File: config.mk
export PLATFORM = sky130hd
export DESIGN_NAME = uart_note_player
export DESIGN_NICKNAME = d
export VERILOG_FILES = /design/src/rtl/uart_note_player.sv
export SDC_FILE = /design/constraint.sdc
export NUM_CORES = 1
export LEC_CHECK = 0
export CAP_MARGIN = 20
export CORE_MARGIN = 2
export CORE_UTILIZATION = 55
export DETAILED_ROUTE_END_ITERATION = 8
export PLACE_DENSITY = 0.8
export SYNTH_ARGS = -nofsm -noshare
export SYNTH_HDL_FRONTEND = slang
export SYNTH_SLANG_ARGS = --single-unit
File: constraint.sdc
create_clock -name sys_clk -period 3.6 [get_ports sys_clk]
set_clock_uncertainty 0.1 [all_clocks]
set_input_delay 0.9 -clock sys_clk [delete_from_list [all_inputs] [get_ports sys_clk]]
set_output_delay 0.9 -clock sys_clk [all_outputs]
set_load 0.005 [all_outputs]
File: src/rtl/uart_note_player.sv
`default_nettype none
// ---------------------------------------------------------------------------
// uart_note_player : buffers UART (tone, duration) byte pairs and plays them to Beeper
// Rev 1.0
// ---------------------------------------------------------------------------
module uart_note_player #(
  parameter int         FIFO_DEPTH      = 16,
  parameter int         UNIT_MS         = 10,
  parameter int         PAIR_TIMEOUT_MS = 100,
  parameter logic [7:0] CMD_FLUSH       = 8'hFF
) (
  input  logic       sys_clk,
  input  logic       sys_rst_n,
  input  logic       uart_done_i,
  input  logic [7:0] uart_data_i,
  input  logic       clk_1ms_i,
  input  logic       play_en_i,
  output logic [7:0] music_tone_o,
  output logic       tone_en_o,
  output logic       playing_o,
  output logic       fifo_full_o,
  output logic       overflow_o,
  output logic       note_toggle_o
);

  localparam int PW = $clog2(FIFO_DEPTH);
  localparam int CW = PW + 1;
  localparam int MW = $clog2(UNIT_MS + 1);
  localparam int TW = $clog2(PAIR_TIMEOUT_MS + 1);

  localparam logic [CW-1:0] c_DEPTH   = CW'(FIFO_DEPTH);
  localparam logic [MW-1:0] c_MS_LAST = MW'(UNIT_MS - 1);
  localparam logic [TW-1:0] c_TO_LAST = TW'(PAIR_TIMEOUT_MS - 1);

  localparam logic       c_PH_TONE = 1'b0;
  localparam logic       c_PH_DUR  = 1'b1;
  localparam logic [1:0] c_ST_IDLE = 2'd0;
  localparam logic [1:0] c_ST_LOAD = 2'd1;
  localparam logic [1:0] c_ST_PLAY = 2'd2;

  logic [2:0]    done_sync_q, tick_sync_q;
  logic          w_byte_stb, w_tick;
  logic          phase_q;
  logic [7:0]    pend_tone_q;
  logic [TW-1:0] to_cnt_q;
  logic [15:0]   mem_q [FIFO_DEPTH];
  logic [15:0]   head_q;
  logic [PW-1:0] wr_ptr_q, rd_ptr_q;
  logic [CW-1:0] count_q;
  logic          fifo_full_q, overflow_q;
  logic [1:0]    state_q, state_d;
  logic [7:0]    units_q;
  logic [MW-1:0] ms_q;
  logic [7:0]    music_tone_q;
  logic          tone_en_q, note_toggle_q;
  logic          w_is_flush, w_push_req, w_full_now, w_push;
  logic          w_can_pop, w_note_end, w_pop, w_load, w_playing;

  // Two-flop synchronisers; third stage only provides the previous value for edge detect
  always_ff @(posedge sys_clk or negedge sys_rst_n) begin
    if (!sys_rst_n) begin
      done_sync_q <= '0;
      tick_sync_q <= '0;
    end else begin
      done_sync_q <= {done_sync_q[1:0], uart_done_i};
      tick_sync_q <= {tick_sync_q[1:0], clk_1ms_i};
    end
  end

  assign w_byte_stb = done_sync_q[1] & ~done_sync_q[2];
  assign w_tick     = tick_sync_q[1] & ~tick_sync_q[2];

  assign w_is_flush = w_byte_stb & (phase_q == c_PH_TONE) & (uart_data_i == CMD_FLUSH);
  assign w_push_req = w_byte_stb & (phase_q == c_PH_DUR) & (uart_data_i != 8'd0);
  assign w_full_now = (count_q == c_DEPTH);
  assign w_push     = w_push_req & ~w_full_now;
  assign w_can_pop  = (count_q != '0) & play_en_i & ~w_is_flush;
  assign w_note_end = (state_q == c_ST_PLAY) & w_tick & play_en_i &
                      (ms_q == c_MS_LAST) & (units_q == 8'd1);

  always_ff @(posedge sys_clk or negedge sys_rst_n) begin
    if (!sys_rst_n) begin
      phase_q     <= c_PH_TONE;
      pend_tone_q <= '0;
      to_cnt_q    <= '0;
    end else if (w_byte_stb) begin
      if (phase_q == c_PH_DUR) begin
        phase_q <= c_PH_TONE;
      end else if (!w_is_flush) begin
        phase_q     <= c_PH_DUR;
        pend_tone_q <= uart_data_i;
        to_cnt_q    <= '0;
      end
    end else if ((phase_q == c_PH_DUR) && w_tick) begin
      if (to_cnt_q == c_TO_LAST) phase_q <= c_PH_TONE;
      else                       to_cnt_q <= to_cnt_q + TW'(1);
    end
  end

  always_ff @(posedge sys_clk) begin
    if (w_push) mem_q[wr_ptr_q] <= {pend_tone_q, uart_data_i};
  end

  always_ff @(posedge sys_clk or negedge sys_rst_n) begin
    if (!sys_rst_n) begin
      wr_ptr_q    <= '0;
      rd_ptr_q    <= '0;
      count_q     <= '0;
      head_q      <= '0;
      overflow_q  <= 1'b0;
      fifo_full_q <= 1'b0;
    end else begin
      fifo_full_q <= (count_q == c_DEPTH);
      if (w_is_flush) begin
        wr_ptr_q   <= '0;
        rd_ptr_q   <= '0;
        count_q    <= '0;
        overflow_q <= 1'b0;
      end else begin
        if (w_push) wr_ptr_q <= wr_ptr_q + PW'(1);
        if (w_pop) begin
          rd_ptr_q <= rd_ptr_q + PW'(1);
          head_q   <= mem_q[rd_ptr_q];
        end
        if (w_push && !w_pop)      count_q <= count_q + CW'(1);
        else if (!w_push && w_pop) count_q <= count_q - CW'(1);
        if (w_push_req && w_full_now) overflow_q <= 1'b1;
      end
    end
  end

  always_ff @(posedge sys_clk or negedge sys_rst_n) begin
    if (!sys_rst_n) state_q <= c_ST_IDLE;
    else            state_q <= state_d;
  end

  always_comb begin
    state_d = state_q;
    case (state_q)
      c_ST_IDLE: if (w_can_pop) state_d = c_ST_LOAD;
      c_ST_LOAD: state_d = c_ST_PLAY;
      c_ST_PLAY: if (w_note_end) state_d = w_can_pop ? c_ST_LOAD : c_ST_IDLE;
      default:   state_d = c_ST_IDLE;
    endcase
    if (w_is_flush) state_d = c_ST_IDLE;
  end

  always_comb begin
    w_pop     = 1'b0;
    w_load    = 1'b0;
    w_playing = 1'b0;
    case (state_q)
      c_ST_IDLE: w_pop = w_can_pop;
      c_ST_LOAD: begin
        w_load    = 1'b1;
        w_playing = 1'b1;
      end
      c_ST_PLAY: begin
        w_playing = 1'b1;
        w_pop     = w_note_end & w_can_pop;
      end
      default: ;
    endcase
  end

  // Outputs are loaded at the LOAD->PLAY edge so they are valid in the first PLAY cycle
  always_ff @(posedge sys_clk or negedge sys_rst_n) begin
    if (!sys_rst_n) begin
      units_q       <= '0;
      ms_q          <= '0;
      music_tone_q  <= '0;
      tone_en_q     <= 1'b0;
      note_toggle_q <= 1'b0;
    end else if (w_is_flush) begin
      music_tone_q <= '0;
      tone_en_q    <= 1'b0;
    end else if (w_load) begin
      units_q       <= head_q[7:0];
      ms_q          <= '0;
      music_tone_q  <= head_q[15:8];
      tone_en_q     <= (head_q[15:8] != 8'd0) & play_en_i;
      note_toggle_q <= ~note_toggle_q;
    end else if (state_q == c_ST_PLAY) begin
      if (w_tick && play_en_i) begin
        if (ms_q == c_MS_LAST) begin
          ms_q    <= '0;
          units_q <= units_q - 8'd1;
        end else begin
          ms_q <= ms_q + MW'(1);
        end
      end
      if (w_note_end && !w_can_pop) begin
        music_tone_q <= '0;
        tone_en_q    <= 1'b0;
      end else begin
        tone_en_q <= (music_tone_q != 8'd0) & play_en_i;
      end
    end
  end

  assign music_tone_o  = music_tone_q;
  assign tone_en_o     = tone_en_q;
  assign playing_o     = w_playing;
  assign fifo_full_o   = fifo_full_q;
  assign overflow_o    = overflow_q;
  assign note_toggle_o = note_toggle_q;

endmodule
`default_nettype wire

==> results of run 1 <==
[state kept, by name, summed over array words and instances, names as in the netlist]
register       flops
rd_ptr_q           4
mem_q            256
note_toggle_o      1
fifo_full_o        1
tick_sync_q        3
count_q            5
overflow_o         1
done_sync_q        3
units_q            8
state_q            2
phase_q            1
music_tone_o       8
to_cnt_q           7
ms_q               4
head_q            16
wr_ptr_q           4
tone_en_o          1
pend_tone_q        8
[cells in the mapped netlist, types with 7 or more instances]
| master | number | area share |
|---|---|---|
| edfxtp_1 | 256 | 0.57 |
| nor4_1 | 8 | 0.0037 |
| mux2_2 | 24 | 0.020 |
| mux4_2 | 80 | 0.13 |
| clkbuf_1 | 16 | 0.0045 |
| o2bb2ai_1 | 7 | 0.0046 |
| a21oi_1 | 15 | 0.0056 |
| buf_2 | 11 | 0.0041 |
| nor2_1 | 20 | 0.0056 |
| xor2_1 | 9 | 0.0059 |
| dfrtp_1 | 77 | 0.14 |
| inv_1 | 13 | 0.0036 |
| nand2_1 | 22 | 0.0061 |
| a22o_1 | 12 | 0.0078 |
| ha_1 | 19 | 0.018 |
| o21ai_0 | 19 | 0.0071 |
| nand3_1 | 10 | 0.0037 |
| and2_1 | 10 | 0.0047 |
| nor3_1 | 7 | 0.0026 |
[path summary, 6_finish.rpt]
check	depth (start not counted)	endpoint	from	slack [ns]
max in group asynchronous	2	units_q[4]	sys_rst_n	2.35
min	0	tick_sync_q[1]	tick_sync_q[0]	0.25
min reg2reg	0	tick_sync_q[1]	tick_sync_q[0]	0.25
max reg2reg	11	count_q[4]	state_q[0]	0.32
max	11	count_q[4]	uart_data_i[3]	0.12
min in group asynchronous	1	music_tone_o[1]	sys_rst_n	0.37
[cell usage in the layout, fill, tap and decap left out, types with 10 or more instances in the layout]
master           synthesis  routed
edfxtp_1               256     256
mux4_2                  80      80
dfrtp_1                 77      75
clkbuf_16                0      35
buf_4                    0      28
mux2_2                  24      24
clkdlybuf4s50_1          0      24
nand2_1                 22      22
nor2_1                  20      20
o21ai_0                 19      19
ha_1                    19      19
buf_12                   0      18
a21oi_1                 15      15
inv_1                   13      13
a22o_1                  12      12
clkbuf_1                16      12
nand3_1                 10      10
[power groups by stage]
stage                     clock network [mW]  logic, mW  registers [mW]
after global routing                    3.56       3.50            5.31
final                                   3.36       3.25            5.24
after global placement                     0       3.04            5.25
after floorplan                            0       2.39            5.02
after CTS                               3.40       3.25            5.24
after detailed placement                   0       3.20            5.31
[cell type report]
| cell class | instances | share of cell area |
|---|---|---|
| sequential | 333 | 0.616 |
| tap | 324 | 0.0260 |
| timing repair buffer | 71 | 0.0524 |
| multi-input combinational | 328 | 0.234 |
| inverter | 13 | 0.00313 |
| clock buffer | 51 | 0.0625 |
| clock inverter | 12 | 0.00601 |
[what timing repair did]
| action | in CTS | in global routing |
|---|---|---|
| setup endpoints to repair | 1 | 1 |
| pin swaps | 0 | 1 |
| gates cloned | 0 | 0 |
| gates resized for setup | 1 | 4 |
| setup buffers | 0 | 1 |
[cell families after synthesis]
group	count (synthesis)	share of synthesized area
AOI/OAI and AO/OA	71	0.0360
xor gates and xnor gates	11	0.00718
adders and majority gates	20	0.0192
buffers and inverters	45	0.0142
DFF	333	0.716
muxes	106	0.156
and+or+nand+nor	120	0.0517
[routing by layer]
layer / wire, um / share of wire / up-vias / track usage
met1: 11400 / 0.39 / 3795 / 0.299
met4: 993 / 0.034 / 0 / 0.0893
met3: 1820 / 0.062 / 66 / 0.0499
met5: 0 / 0 / - / 0
li1: - / - / 3009 / -
met2: 15000 / 0.51 / 284 / 0.396
[through the flow]
stage,TNS (ns),hold WS (ns),total power [mW]
2_1_floorplan,0,0.231,7.41
3_3_place_gp,-0.411,0.238,8.28
3_5_place_dp,-0.710,0.236,8.51
4_1_cts,0,0.250,11.9
5_1_grt,0,0.252,12.4
6_report,0,0.248,11.9
==> out/metrics.cfg, run 1 <==
[run_status]
status=complete, no violations

[cells_and_area]
insertedDiodeCount=0
drive_above_1_share=0.264
syn_to_final_growth_pct=16.3
stdcell_area_mm2=0.0156
utilization=0.646
multi_input_comb_area_mm2=0.00365
seq_area_mm2=0.00962
instances_no_fill=1132
fin_nets=815
nFillCells=1538

[placement]
io_buffers=25
pre_cts_ws_ns=-0.523
gp_congestion=0.806
dp_hpwl_um=16700
dp_cells=1067
place_area_mm2=0.0145

[synthesis]
netlist_area_mm2=0.0134
syn_nets=739
synth_warnings=0
synth-seq-cells=333
synth_cell_type_count=53
ys_seq_area_frac=0.716
synth_top_flop_cell=edfxtp_1
synth_edf_count=256
syn_avg_cell_area_um2=19.0
ys_async_sr_fraction=0.231
syn_inst=706

[clocking]
cts_inserted_buffers=35
clockBufferDepth=3
path_clk_slew_ns=0.06
postCtsHoldBufs=0
cts_tree=built
root_buffer=clkbuf_16
cts_sinks=333
clk_latency_ns=0.51
h-tree-depth=2

[sta]
grt_setup_unrepaired=no
worst_pin_slew_ns=1.02
timing.slew.headroom=0.321
finalHoldViolations=0
fin_crit_sh=0.965
setup_ws_ns=0.124
slew_violations=0
fmax_mhz=288
min_period_ns=3.48
setup_viol=0

[grt]
grt_first_pass_wirelength_um=44400
track_usage=0.233
grt_max_degree=68
grt_pass1_vias=7537
overflow=0
antenna_found_initial=0

[detailed_routing]
via_per_inst=6.32
vias=7154
drc=0
post_drt_wl_per_cell_um=25.8
drtIter0Drc=808
routed_wl_um=29200
antenna_left=0
first_pass_iters=5

[floorplan]
io-pin-count=26
core_area_mm2=0.0242
dieWidth_um=160
fp.dieArea_mm2=0.0257
fp-row-count=57
start_util=0.555
die_h_um=160

[critical_path]
path_delay_family=simple AND/OR/NAND/NOR gates
worstSetupStartpointType=primary input
path_buf_inv=2
worstPathRequired_ns=3.88
crit_arrival_ns=3.76
slowest_stage=clkdlybuf4s50_1
endpoint_kind=flop
crit_fanout=4
path_class=in2reg
cpPeakStageDelay_ns=0.60
crit_top_cell=nand2_1
path_cells=clkdlybuf4s50_1 > nor4_1 > a211oi_4 > and2_4 > nand2_1 > buf_4 > fa_1 > nand3_1 > nand2_1 > o31a_1 > or4_1

[power]
p_comb_frac=0.274
power_switching_mw=3.47
switching_share=0.293
power.density_mw_per_mm2=759
vdd_drop_max_v=0.000424
seqPwrFrac=0.442
internal_power_mw=8.38
pwr-share-clk=0.283
p_leak_nw=5.39

[flow_run]
cap_violations=0

[worst_hold_path]
hp-class=reg2reg

Power figures use the tool's default switching activity.
==> inputs of run 2 (changes only) <==
CTS_BUF_LIST = sky130_fd_sc_hd__clkbuf_4 sky130_fd_sc_hd__clkbuf_8 sky130_fd_sc_hd__clkbuf_16   (was not set)
==> out/metrics.cfg, run 2 (same netlist as run 1, synthesis figures left out) <==
[run_status]
status=complete, no violations

[sta]
min_period_ns=3.48
slew_violations=0
timing.slew.headroom=0.298
fmax_mhz=288
fin_crit_sh=0.965
worst_pin_slew_ns=1.05
setup_viol=0
finalHoldViolations=0
fin_hold_ws_ns=0.247

[worst_hold_path]
hold_start=tick_sync_q[0]
min_path_cells=0
hold_end=tick_sync_q[1]
hp-class=reg2reg

[critical_path]
reg2reg_slack_ns=0.31
setup.worst_path.start=uart_data_i[1]
crit_fanout=4
worstPathRequired_ns=3.88
rr_worst_depth=10
worstSetupStartpointType=primary input
regToRegEndpoint=count_q[4]
crit_arrival_ns=3.75
endpoint_kind=flop
path_class=in2reg
reg2reg_from=phase_q

[cells_and_area]
syn_to_final_growth_pct=16.7
layout_commonest_cell=edfxtp_1
insertedDiodeCount=0
stdcell_area_mm2=0.0157
drive_above_1_share=0.278
fin_nets=815
largest_register_ffs=256
reg.largest.list=mem_q x256, head_q x16
final_cell_mix=edfxtp_1, mux4_2, dfrtp_1
max_flop_register=mem_q

[clocking]
cts_inserted_buffers=35
clockBufferDepth=3
clk_latency_ns=0.52
path_clk_slew_ns=0.06
postCtsHoldBufs=0
cts_sinks=333
h-tree-depth=2
cts_tree=built
root_buffer=clkbuf_16

[placement]
place_area_mm2=0.0145
dp_hpwl_um=16700
io_buffers=25
gp_congestion=0.806

[detailed_routing]
routed_wl_um=29300
antenna_left=0
via_per_inst=6.28
drtIter0Drc=923
post_drt_wl_per_cell_um=25.9
first_pass_iters=7
vias=7113
drc=0

[floorplan]
start_util=0.555
fp-row-count=57
die_h_um=160
dieWidth_um=160
core_area_mm2=0.0242
fp.dieArea_mm2=0.0257
io-pin-count=26

[power]
p_comb_frac=0.272
power_switching_mw=3.48
switching_share=0.291
p_leak_nw=5.50
power.density_mw_per_mm2=763
internal_power_mw=8.47
vdd_drop_max_v=0.000425
seqPwrFrac=0.439
pwr-share-clk=0.289

[grt]
grt_max_degree=68
track_usage=0.235
grt_first_pass_wirelength_um=44700
grt_pass1_vias=7502
overflow=0
antenna_found_initial=0

[flow_run]
cap_violations=0

## run 2: changes by cell type in the layout (fill, tap and decap cells not counted), moves of 7 or more
cell / delta
clkbuf_4: +12
clkdlybuf4s50_1: -7
dlymetal6s2s_1: +7
clkbuf_1: -12
## run 2: cell type report
| class | count | area (um^2) |
|---|---|---|
| flip-flops and latches | 333 | 9620 |
| fillers | 1541 | 8510 |
| multi-input cells | 328 | 3640 |
| clock buffers | 51 | 1020 |
| repair buffers | 71 | 836 |
| well taps | 324 | 405 |
| clock inverters | 12 | 93.8 |
| inverters | 13 | 48.8 |
## run 2: metal layers
layer  global-route usage  wire length, um  vias to the layer above
li1                     -                -                     3017
met1                0.312            11100                     3698
met2                0.399            15100                      335
met3               0.0447             2260                       63
met4               0.0766              879                        0
met5                    0                0                        -
## run 2: timing repair
action	in CTS	in global routing
pin swaps	0	4
setup buffers	0	1
endpoints found under the setup margin	1	1
resized for setup	2	9
## run 2: worst max path at each step
stage | end | slack [ns] | cells past startpoint
floorplan | count_q[4] | 0.06 | 10
global placement | count_q[4] | -0.41 | 12
detailed placement | count_q[4] | -0.52 | 12
CTS | count_q[4] | 0.01 | 11
global route | count_q[4] | -0.01 | 11
finish | count_q[4] | 0.12 | 11
## run 2: worst max-delay path: stages
cell             delay [ns]
clkdlybuf4s50_1        0.52
nand4_1                0.20
nor3_4                 0.30
a211o_1                0.19
nand2_2                0.09
buf_4                  0.16
fa_1                   0.39
nand3_1                0.10
nand2_1                0.10
o31a_1                 0.26
or4_1                  0.54
## run 2: power groups by stage
stage / combinational [mW] / sequential [mW] / clock (mW)
CTS: 3.25 / 5.24 / 3.49
global route: 3.50 / 5.31 / 3.65
finish: 3.25 / 5.24 / 3.46
floorplan: 2.39 / 5.02 / 0
global placement: 3.04 / 5.25 / 0
detailed placement: 3.20 / 5.31 / 0
## run 2: stage by stage
| step | setup TNS (ns) | setup WS, ns | power [mW] | utilization | cells |
|---|---|---|---|---|---|
| 2_1_floorplan | 0 | 0.0625 | 7.41 | - | 706 |
| 3_3_place_gp | -0.411 | -0.411 | 8.28 | 0.600 | 1067 |
| 3_5_place_dp | -0.710 | -0.523 | 8.51 | 0.600 | 1067 |
| 4_1_cts | 0 | 0.0115 | 12.0 | 0.646 | 1130 |
| 5_1_grt | -0.0104 | -0.0104 | 12.5 | 0.648 | 1132 |
| 6_report | 0 | 0.125 | 11.9 | 0.648 | 1132 |
==> inputs of run 3 (changes only) <==
RECOVER_POWER = 100   (was not set)
REMOVE_ABC_BUFFERS = 1   (was not set)
clock period = 3.4 ns   (was 3.6 ns; I/O delays follow)
==> out/metrics.cfg, run 3 (same netlist as run 1, synthesis figures left out) <==
[sta]
grt_setup_unrepaired=no
slew_violations=40
fmax_mhz=302
setup_ws_ns=0.0895
finalHoldViolations=0
worst_pin_slew_ns=1.79
timing.slew.headroom=-0.193
fin_crit_sh=0.974
setup_viol=0
min_period_ns=3.31

[grt]
antenna_found_initial=0
grt_first_pass_wirelength_um=45500
grt_max_degree=68
grt_pass1_vias=7447
overflow=0
track_usage=0.242

[cells_and_area]
stdcell_area_mm2=0.0155
largest_register_ffs=256
reg.largest.list=mem_q x256, head_q x16
final_cell_mix=edfxtp_1, mux4_2, dfrtp_1
nFillCells=1583
fin_nets=821
utilization=0.640
instances_no_fill=1136
layout_commonest_cell=edfxtp_1
max_flop_register=mem_q
insertedDiodeCount=0
syn_to_final_growth_pct=15.3
drive_above_1_share=0.260

[clocking]
cts_tree=built
cts_inserted_buffers=34
root_buffer=clkbuf_16
cts_sinks=333
postCtsSetupBuffers=0
path_clk_slew_ns=0.06
h-tree-depth=2
postCtsHoldBufs=0
clk_latency_ns=0.52
clockBufferDepth=3

[floorplan]
core_area_mm2=0.0242
start_util=0.555
fp.dieArea_mm2=0.0257
die_h_um=160
fp-row-count=57
io-pin-count=26
dieWidth_um=160

[critical_path]
path_class=in2reg
worstSetupStartpointType=primary input
crit_arrival_ns=3.35
crit_fanout=16
worstPathRequired_ns=3.44
endpoint_kind=flop

[detailed_routing]
first_pass_iters=6
routed_wl_um=29800
antenna_left=0
vias=7153
drtIter0Drc=974
via_per_inst=6.30
post_drt_wl_per_cell_um=26.2
drc=0

[placement]
dp_hpwl_um=17100
gp_congestion=0.780
dp_cells=1075
io_buffers=25
pre_cts_ws_ns=-0.614
place_area_mm2=0.0145

[power]
power.density_mw_per_mm2=821
p_leak_nw=5.38
vdd_drop_max_v=0.000521

[run_status]
violations=capacitance limit, slew limit
status=complete, but fails checks

[flow_run]
cap_violations=1

[worst_hold_path]
hp-class=in2async

run 3: area by class of cell:
cell class              instances  area, um^2  area share
well taps                     324         405      0.0262
clock buffers                  47         978      0.0632
clock inverters                13         159      0.0103
inverters                      13        48.8     0.00315
flip-flops and latches        333        9620       0.621
repair buffers                 78         633      0.0409
multi-input cells             328        3630       0.235
run 3: stage by stage:
stage                     hold slack [ns]  power (mW)  TNS (ns)
after detailed placement            0.239        9.04    -15.10
final                               0.229        12.7         0
after global placement              0.239        8.85     -2.05
after global routing                0.256        13.3         0
after floorplan                     0.231        7.85    -15.05
after CTS                           0.228        12.8         0
run 3: final timing paths:
path	from	to	slack (ns)	depth (start not counted)
max	uart_data_i[3]	mem_q[3][6]	0.09	8
min	sys_rst_n	units_q[2]	0.23	1
max reg2reg	state_q[0]	count_q[4]	0.20	11
min reg2reg	tick_sync_q[0]	tick_sync_q[1]	0.25	0
max in group asynchronous	sys_rst_n	rd_ptr_q[1]	0.56	2
min in group sys_clk	tick_sync_q[0]	tick_sync_q[1]	0.25	0
run 3: routing by layer:
| metal | vias to the layer above | GRT usage | share of wire |
|---|---|---|---|
| li1 | 3021 | - | - |
| met5 | - | 0 | 0 |
| met4 | 0 | 0.0803 | 0.022 |
| met2 | 382 | 0.408 | 0.52 |
| met3 | 50 | 0.0413 | 0.081 |
| met1 | 3700 | 0.325 | 0.38 |
run 3: worst max-delay path: stages:
cell and delay [ns]:
clkdlybuf4s50_1 0.55, nor4_1 0.10, a211oi_2 0.32, clkbuf_1 0.30, nand2_1 0.19, nor3_1 0.37, and2_0 0.18, buf_2 0.48
run 3: what timing repair did:
action / 4_1_cts / 5_1_grt
pin swaps: 0 / 1
endpoints found under the setup margin: 1 / 1
resized for setup: 1 / 4
run 3: report_power, final:
part | total [mW] | switching, mW | internal [mW]
clock network | 3.73 | 1.48 | 2.25
logic | 3.44 | 1.59 | 1.85
registers | 5.53 | 0.585 | 4.95
